**config.mk**
```make
export PLATFORM = sky130hd
export DESIGN_NAME = bcd_clock_ctrl_flat
export DESIGN_NICKNAME = d
export VERILOG_FILES = /design/src/rtl/bcd_clock_ctrl_if.sv /design/src/rtl/bcd_clock_ctrl.sv /design/src/flat_wrapper.sv
export SDC_FILE = /design/constraint.sdc
export NUM_CORES = 1
export LEC_CHECK = 0
export CAP_MARGIN = 20
export CORE_UTILIZATION = 40
export CTS_BUF_LIST = sky130_fd_sc_hd__clkbuf_4
export DETAILED_ROUTE_END_ITERATION = 8
export GPL_ROUTABILITY_DRIVEN = 0
export PLACE_DENSITY = 0.69
export SLEW_MARGIN = 10
export SYNTH_ARGS = -nofsm -noshare
export SYNTH_HDL_FRONTEND = slang
export SYNTH_SLANG_ARGS = --single-unit
```
**constraint.sdc**
```tcl
create_clock -name clk -period 3.95 [get_ports clk]
set_clock_uncertainty 0.05 [all_clocks]
set_input_delay 0.79 -clock clk [delete_from_list [all_inputs] [get_ports clk]]
set_output_delay 0.79 -clock clk [all_outputs]
set_load 0.01 [all_outputs]
```
**src/rtl/bcd_clock_ctrl_if.sv**
```systemverilog
// Signal bundle between the button front-end / clock datapath and bcd_clock_ctrl.
// Optional alarm signals exist only when BCD_CLOCK_ALARM_EN is defined.
interface bcd_clock_ctrl_if;
  // Buttons are single-cycle pulses with no ready/ack; tick_o and load_o are
  // single-cycle strobes that the datapath must act on in the cycle they are high.
  logic       mode_btn;
  logic       inc_btn;
  logic [7:0] cur_hh;
  logic [7:0] cur_mm;
  logic [7:0] cur_ss;
  logic       cur_pm;
  logic       tick_o;
  logic       load_o;
  logic [7:0] load_hh;
  logic [7:0] load_mm;
  logic       load_pm;
  logic [1:0] state_o;
  logic       blink_o;
`ifdef BCD_CLOCK_ALARM_EN
  logic [7:0] al_hh;
  logic [7:0] al_mm;
  logic       al_pm;
  logic       alarm_clr;
  logic       alarm_o;

  modport master (
    output mode_btn, inc_btn, cur_hh, cur_mm, cur_ss, cur_pm,
    output al_hh, al_mm, al_pm, alarm_clr,
    input  tick_o, load_o, load_hh, load_mm, load_pm, state_o, blink_o, alarm_o
  );
  modport slave (
    input  mode_btn, inc_btn, cur_hh, cur_mm, cur_ss, cur_pm,
    input  al_hh, al_mm, al_pm, alarm_clr,
    output tick_o, load_o, load_hh, load_mm, load_pm, state_o, blink_o, alarm_o
  );
`else
  modport master (
    output mode_btn, inc_btn, cur_hh, cur_mm, cur_ss, cur_pm,
    input  tick_o, load_o, load_hh, load_mm, load_pm, state_o, blink_o
  );
  modport slave (
    input  mode_btn, inc_btn, cur_hh, cur_mm, cur_ss, cur_pm,
    output tick_o, load_o, load_hh, load_mm, load_pm, state_o, blink_o
  );
`endif
endinterface

```
**src/rtl/bcd_clock_ctrl.sv**
```systemverilog
// 12-hour BCD clock sequencer: 1 Hz prescaler plus mode/inc time-set FSM.
// Define BCD_CLOCK_ALARM_EN to add the sticky alarm comparator.
module bcd_clock_ctrl #(
  parameter int PRESCALE = 100
) (
  input logic            clk,
  input logic            reset,
  bcd_clock_ctrl_if.slave bus
);

  localparam int CW = $clog2(PRESCALE);
  localparam logic [CW-1:0] LAST = CW'(PRESCALE - 1);

  typedef enum logic [1:0] {
    RUN     = 2'd0,
    SET_HR  = 2'd1,
    SET_MIN = 2'd2,
    COMMIT  = 2'd3
  } state_t;

  state_t          state_q, state_d;
  logic [CW-1:0]   cnt_q, cnt_d;
  logic            blink_q, blink_d;
  logic            load_q;
  logic [7:0]      hh_q, hh_d, mm_q, mm_d;
  logic            pm_q, pm_d;
  logic            wrap;
  logic            tick;
  logic            editing;

  function automatic logic [7:0] hr_inc(input logic [7:0] h);
    if (h == 8'h12)        return 8'h01;
    else if (h[3:0] == 4'h9) return {h[7:4] + 4'h1, 4'h0};
    else                   return {h[7:4], h[3:0] + 4'h1};
  endfunction

  function automatic logic [7:0] min_inc(input logic [7:0] m);
    if (m == 8'h59)        return 8'h00;
    else if (m[3:0] == 4'h9) return {m[7:4] + 4'h1, 4'h0};
    else                   return {m[7:4], m[3:0] + 4'h1};
  endfunction

  assign wrap    = (cnt_q == LAST);
  assign tick    = wrap && (state_q == RUN);
  assign editing = (state_q == SET_HR) || (state_q == SET_MIN);

  always_comb begin
    state_d = state_q;
    cnt_d   = wrap ? '0 : cnt_q + CW'(1);
    blink_d = blink_q;
    hh_d    = hh_q;
    mm_d    = mm_q;
    pm_d    = pm_q;
    // mode has priority: an inc arriving with mode in the same cycle is dropped
    case (state_q)
      RUN: begin
        blink_d = 1'b0;
        if (bus.mode_btn) begin
          state_d = SET_HR;
          hh_d    = bus.cur_hh;
          mm_d    = bus.cur_mm;
          pm_d    = bus.cur_pm;
        end
      end
      SET_HR: begin
        if (wrap) blink_d = ~blink_q;
        if (bus.mode_btn) begin
          state_d = SET_MIN;
        end else if (bus.inc_btn) begin
          hh_d = hr_inc(hh_q);
          if (hh_q == 8'h11) pm_d = ~pm_q;
        end
      end
      SET_MIN: begin
        if (wrap) blink_d = ~blink_q;
        if (bus.mode_btn)     state_d = COMMIT;
        else if (bus.inc_btn) mm_d = min_inc(mm_q);
      end
      COMMIT: begin
        state_d = RUN;
        cnt_d   = '0;
        blink_d = 1'b0;
      end
      default: state_d = RUN;
    endcase
  end

  always_ff @(posedge clk) begin
    if (reset) begin
      state_q <= RUN;
      cnt_q   <= '0;
      blink_q <= 1'b0;
      load_q  <= 1'b0;
      hh_q    <= 8'h12;
      mm_q    <= 8'h00;
      pm_q    <= 1'b0;
    end else begin
      state_q <= state_d;
      cnt_q   <= cnt_d;
      blink_q <= blink_d;
      load_q  <= (state_d == COMMIT);
      hh_q    <= hh_d;
      mm_q    <= mm_d;
      pm_q    <= pm_d;
    end
  end

  assign bus.tick_o  = tick;
  assign bus.load_o  = load_q;
  assign bus.load_hh = hh_q;
  assign bus.load_mm = mm_q;
  assign bus.load_pm = pm_q;
  assign bus.state_o = state_q;
  assign bus.blink_o = blink_q && editing;

`ifdef BCD_CLOCK_ALARM_EN
  logic alarm_q;
  logic al_match;
  logic al_clear;

  assign al_match = (bus.cur_hh == bus.al_hh) && (bus.cur_mm == bus.al_mm) &&
                    (bus.cur_pm == bus.al_pm) && (bus.cur_ss == 8'h00);
  assign al_clear = bus.alarm_clr || (bus.inc_btn && (state_q == RUN));

  always_ff @(posedge clk) begin
    if (reset)              alarm_q <= 1'b0;
    else if (al_clear)      alarm_q <= 1'b0;
    else if (tick && al_match) alarm_q <= 1'b1;
  end

  assign bus.alarm_o = alarm_q;
`else
  logic unused_ss;
  assign unused_ss = ^bus.cur_ss;
`endif

endmodule

```
**src/flat_wrapper.sv**
```systemverilog
// flat-port wrapper written by rule: the top's interface ports become plain ports
module bcd_clock_ctrl_flat 
#(
  parameter int PRESCALE = 100
)
  (clk, reset, bus_mode_btn, bus_inc_btn, bus_cur_hh, bus_cur_mm, bus_cur_ss, bus_cur_pm, bus_tick_o, bus_load_o, bus_load_hh, bus_load_mm, bus_load_pm, bus_state_o, bus_blink_o);
  bcd_clock_ctrl_if bus_i ();
  input logic clk;
  input logic reset;
  input wire logic [$bits(bus_i.mode_btn)-1:0] bus_mode_btn;
  input wire logic [$bits(bus_i.inc_btn)-1:0] bus_inc_btn;
  input wire logic [$bits(bus_i.cur_hh)-1:0] bus_cur_hh;
  input wire logic [$bits(bus_i.cur_mm)-1:0] bus_cur_mm;
  input wire logic [$bits(bus_i.cur_ss)-1:0] bus_cur_ss;
  input wire logic [$bits(bus_i.cur_pm)-1:0] bus_cur_pm;
  output wire logic [$bits(bus_i.tick_o)-1:0] bus_tick_o;
  output wire logic [$bits(bus_i.load_o)-1:0] bus_load_o;
  output wire logic [$bits(bus_i.load_hh)-1:0] bus_load_hh;
  output wire logic [$bits(bus_i.load_mm)-1:0] bus_load_mm;
  output wire logic [$bits(bus_i.load_pm)-1:0] bus_load_pm;
  output wire logic [$bits(bus_i.state_o)-1:0] bus_state_o;
  output wire logic [$bits(bus_i.blink_o)-1:0] bus_blink_o;
  assign bus_i.mode_btn = bus_mode_btn;
  assign bus_i.inc_btn = bus_inc_btn;
  assign bus_i.cur_hh = bus_cur_hh;
  assign bus_i.cur_mm = bus_cur_mm;
  assign bus_i.cur_ss = bus_cur_ss;
  assign bus_i.cur_pm = bus_cur_pm;
  assign bus_tick_o = bus_i.tick_o;
  assign bus_load_o = bus_i.load_o;
  assign bus_load_hh = bus_i.load_hh;
  assign bus_load_mm = bus_i.load_mm;
  assign bus_load_pm = bus_i.load_pm;
  assign bus_state_o = bus_i.state_o;
  assign bus_blink_o = bus_i.blink_o;
  bcd_clock_ctrl #(.PRESCALE(PRESCALE)) u_core (.clk(clk), .reset(reset), .bus(bus_i));
endmodule
```
==> flow_metrics.py <==
metrics = {
    "worst_setup_path": {
        "arrival_ps": 1840,
        "required_ps": 3110,
        "crit_type": "flip-flop to output pin",
        "reg2regPathDepth": 6,
        "worstSetupStartpointType": "flip-flop",
        "cp_max_fo": 3,
        "critPathCaptureType": "output pin",
    },
    "route": {
        "wl_per_cell_um": 13.59,
        "first_pass_iters": 4,
        "drc": 0,
        "via_per_inst": 5.574,
        "wl_um": 3832,
        "ant_nets": 0,
        "drtIter0Drc": 117,
        "vias": 1572,
    },
    "sta": {
        "tightest_slew_ps": 772.9,
        "slew_headroom": 0.4831,
        "fmax_ghz": 0.3736,
        "slew_viol_final": 0,
        "final_hold_viol_count": 0,
        "fin_crit_sh": 0.6777,
        "layout_min_cycle_time_ps": 2677,
        "finalSetupViolCount": 0,
        "setup_tns_ps": 0,
        "rsz0062_at_grt": "false",
    },
    "flow_run": {
        "cap_violations": 0,
    },
    "synth": {
        "async_flop_share": 0,
        "synth_largest_area_cell": "dfxtp_1",
        "synth_top_area_share": 0.3282,
        "syn_area_sq_um": 1708,
        "synth_seq_cells": 28,
        "synth.most_common_cell": "dfxtp_1",
        "synth-seq-area-share": 0.3282,
        "syn_area_per_cell_sq_um": 8.895,
        "syn_nets": 232,
        "yosys-top-cells-count": "dfxtp_1 (28), nor2_1 (16), inv_1 (13)",
        "synth-edff-count": 0,
        "synth-warning-count": 0,
        "synthTopCellsByArea": "dfxtp_1 (33%), ha_1 (8.1%), nor3_1 (3.5%)",
        "synth.distinct_cells": 52,
        "syn_inst": 192,
        "synth-main-ff-cell": "dfxtp_1",
    },
    "hold_path": {
        "whs_path_depth": 1,
        "hold_path_class": "flip-flop to flip-flop",
    },
    "global_route": {
        "grt_pass1_wl_um": 6582,
        "grt_pass1_vias": 1516,
        "antenna_found_initial": 0,
        "grt_max_degree": 20,
        "overflow": 0,
        "grt.total_usage": 0.1858,
    },
    "die": {
        "io_pins": 51,
        "die_w_um": 67.35,
        "die_h_um": 67.35,
        "die-area_sq_um": 4535,
        "core_area_sq_um": 4058,
        "start_util": 0.4209,
        "rows": 23,
    },
    "final_layout": {
        "fin_area_sq_um": 2210,
        "n_antenna_cell": 0,
        "nFillCells": 372,
        "nets": 273,
        "drive_above_1_share": 0.07328,
        "area_growth_pct": 29.38,
    },
    "power": {
        "sequentialPowerShare": 0.440,
        "p_int_uw": 545.2,
        "power.density_nw_per_um2": 358.7,
        "leakage_uw": 0.0008119,
        "power.switching_uw": 247.4,
        "swShare": 0.3122,
        "ir_drop_mv": 0.1599,
        "pwr-share-clk": 0.239,
        "p_comb_frac": 0.321,
    },
    "placed_design": {
        "dpl.hpwl_um": 2875,
        "place_area_sq_um": 2157,
        "port_buffers": 42,
    },
    "status": {
        "status": "finished, final reports clean",
    },
    "cts": {
        "postCtsSetupRepairBufs": 0,
        "cts.sinks": 28,
        "cts-htree-levels": 1,
        "cts-root-buf": "clkbuf_4",
        "cts_tree": "built",
        "insertion_delay_ps": 330,
        "cts_inserted_buffers": 3,
        "path_clk_slew_ps": 150,
        "clock_path_buffers": 2,
        "post_cts_resized": 0,
        "ctsHoldBuffers": 0,
    },
}
==> state kept, by name, summed over array words and instances (netlist names) <==
name,flops
u_core.blink_q,1
u_core.bus.load_hh,8
u_core.bus.load_mm,8
u_core.bus.load_o,1
u_core.bus.load_pm,1
u_core.bus.state_o,2
u_core.cnt_q,7
==> critical path, stage by stage, from the launching register on <==
cell             delay (ps)
dfxtp_1                 380
ha_1                    220
nand2b_1                 80
nor4_1                  140
and2_1                  150
clkdlybuf4s50_1         530
==> logic make-up (layout without fill, tap and decap cells) <==
| family | after synthesis | count (layout) | share of synthesized area |
|---|---|---|---|
| and+or+nand+nor | 71 | 71 | 0.2623 |
| AOI/OAI and AO/OA | 52 | 52 | 0.2293 |
| DFF | 28 | 28 | 0.3282 |
| buffers and inverters | 21 | 61 | 0.05275 |
| adders and majority gates | 11 | 11 | 0.08058 |
| xor gates and xnor gates | 8 | 8 | 0.04103 |
| muxes | 1 | 1 | 0.005861 |
==> layout make-up <==
cell class / instances / area, sq um / area share
multi-input combinational: 143 / 1057 / 0.4785
sequential: 28 / 560.5 / 0.2537
timing repair buffer: 42 / 420.4 / 0.1903
tap: 50 / 62.56 / 0.02831
inverter: 15 / 56.30 / 0.02548
clock inverter: 1 / 30.03 / 0.01359
clock buffer: 3 / 22.52 / 0.01019
==> cell usage in the layout (no fill, tap or decap), drive strengths merged, types with 3 or more instances in the layout <==
cell type       n
nor2           16
a221oi          4
o32ai           3
nand3           6
xor2            3
and3b           4
and3            3
nor3b           4
nor3           12
a211oi          5
nand4bb         4
clkdlybuf4s50  42
dfxtp          28
nor4            4
xnor2           5
o21ai          13
a21oi          10
clkbuf          3
ha             11
inv            15
nor2b           5
nand2           3
==> through the flow <==
| stage | setup WS (ps) | std cells | power, uW | util | hold slack, ps |
|---|---|---|---|---|---|
| 2_1_floorplan | 2145 | 192 | 507.5 | - | 363.2 |
| 3_3_place_gp | 1388 | 278 | 605.9 | 0.5316 | 376.8 |
| 3_5_place_dp | 1356 | 278 | 610.1 | 0.5316 | 394.2 |
| 4_1_cts | 1250 | 282 | 801.2 | 0.5446 | 415.2 |
| 5_1_grt | 1137 | 282 | 844.7 | 0.5446 | 444.0 |
| 6_report | 1273 | 282 | 792.6 | 0.5446 | 411.7 |
==> per-layer routing <==
metal | GRT usage | up-vias | routed length (um)
li1 | - | 799 | -
met1 | 0.2515 | 731 | 1907
met2 | 0.2988 | 38 | 1722
met3 | 0.02196 | 4 | 166
met4 | 0.07181 | 0 | 35
met5 | 0 | - | 0
==> worst paths after layout <==
kind	startpoint	end	slack, ps
setup reg to reg	u_core.bus.state_o[1]	u_core.bus.load_hh[4]	1870
setup / recovery	u_core.cnt_q[0]	bus_tick_o	1270
hold reg to reg	u_core.cnt_q[0]	u_core.cnt_q[0]	410
hold / removal	u_core.cnt_q[0]	u_core.cnt_q[0]	410
==> power groups by stage <==
stage | registers, uW | logic (uW) | clock network, uW
after global routing | 353 | 285 | 207
after CTS | 348 | 257 | 196
after detailed placement | 354 | 256 | 0
after floorplan | 356 | 152 | 0
after global placement | 354 | 252 | 0
final | 348 | 255 | 190
Note: power is estimated with default switching activity, not from simulation.
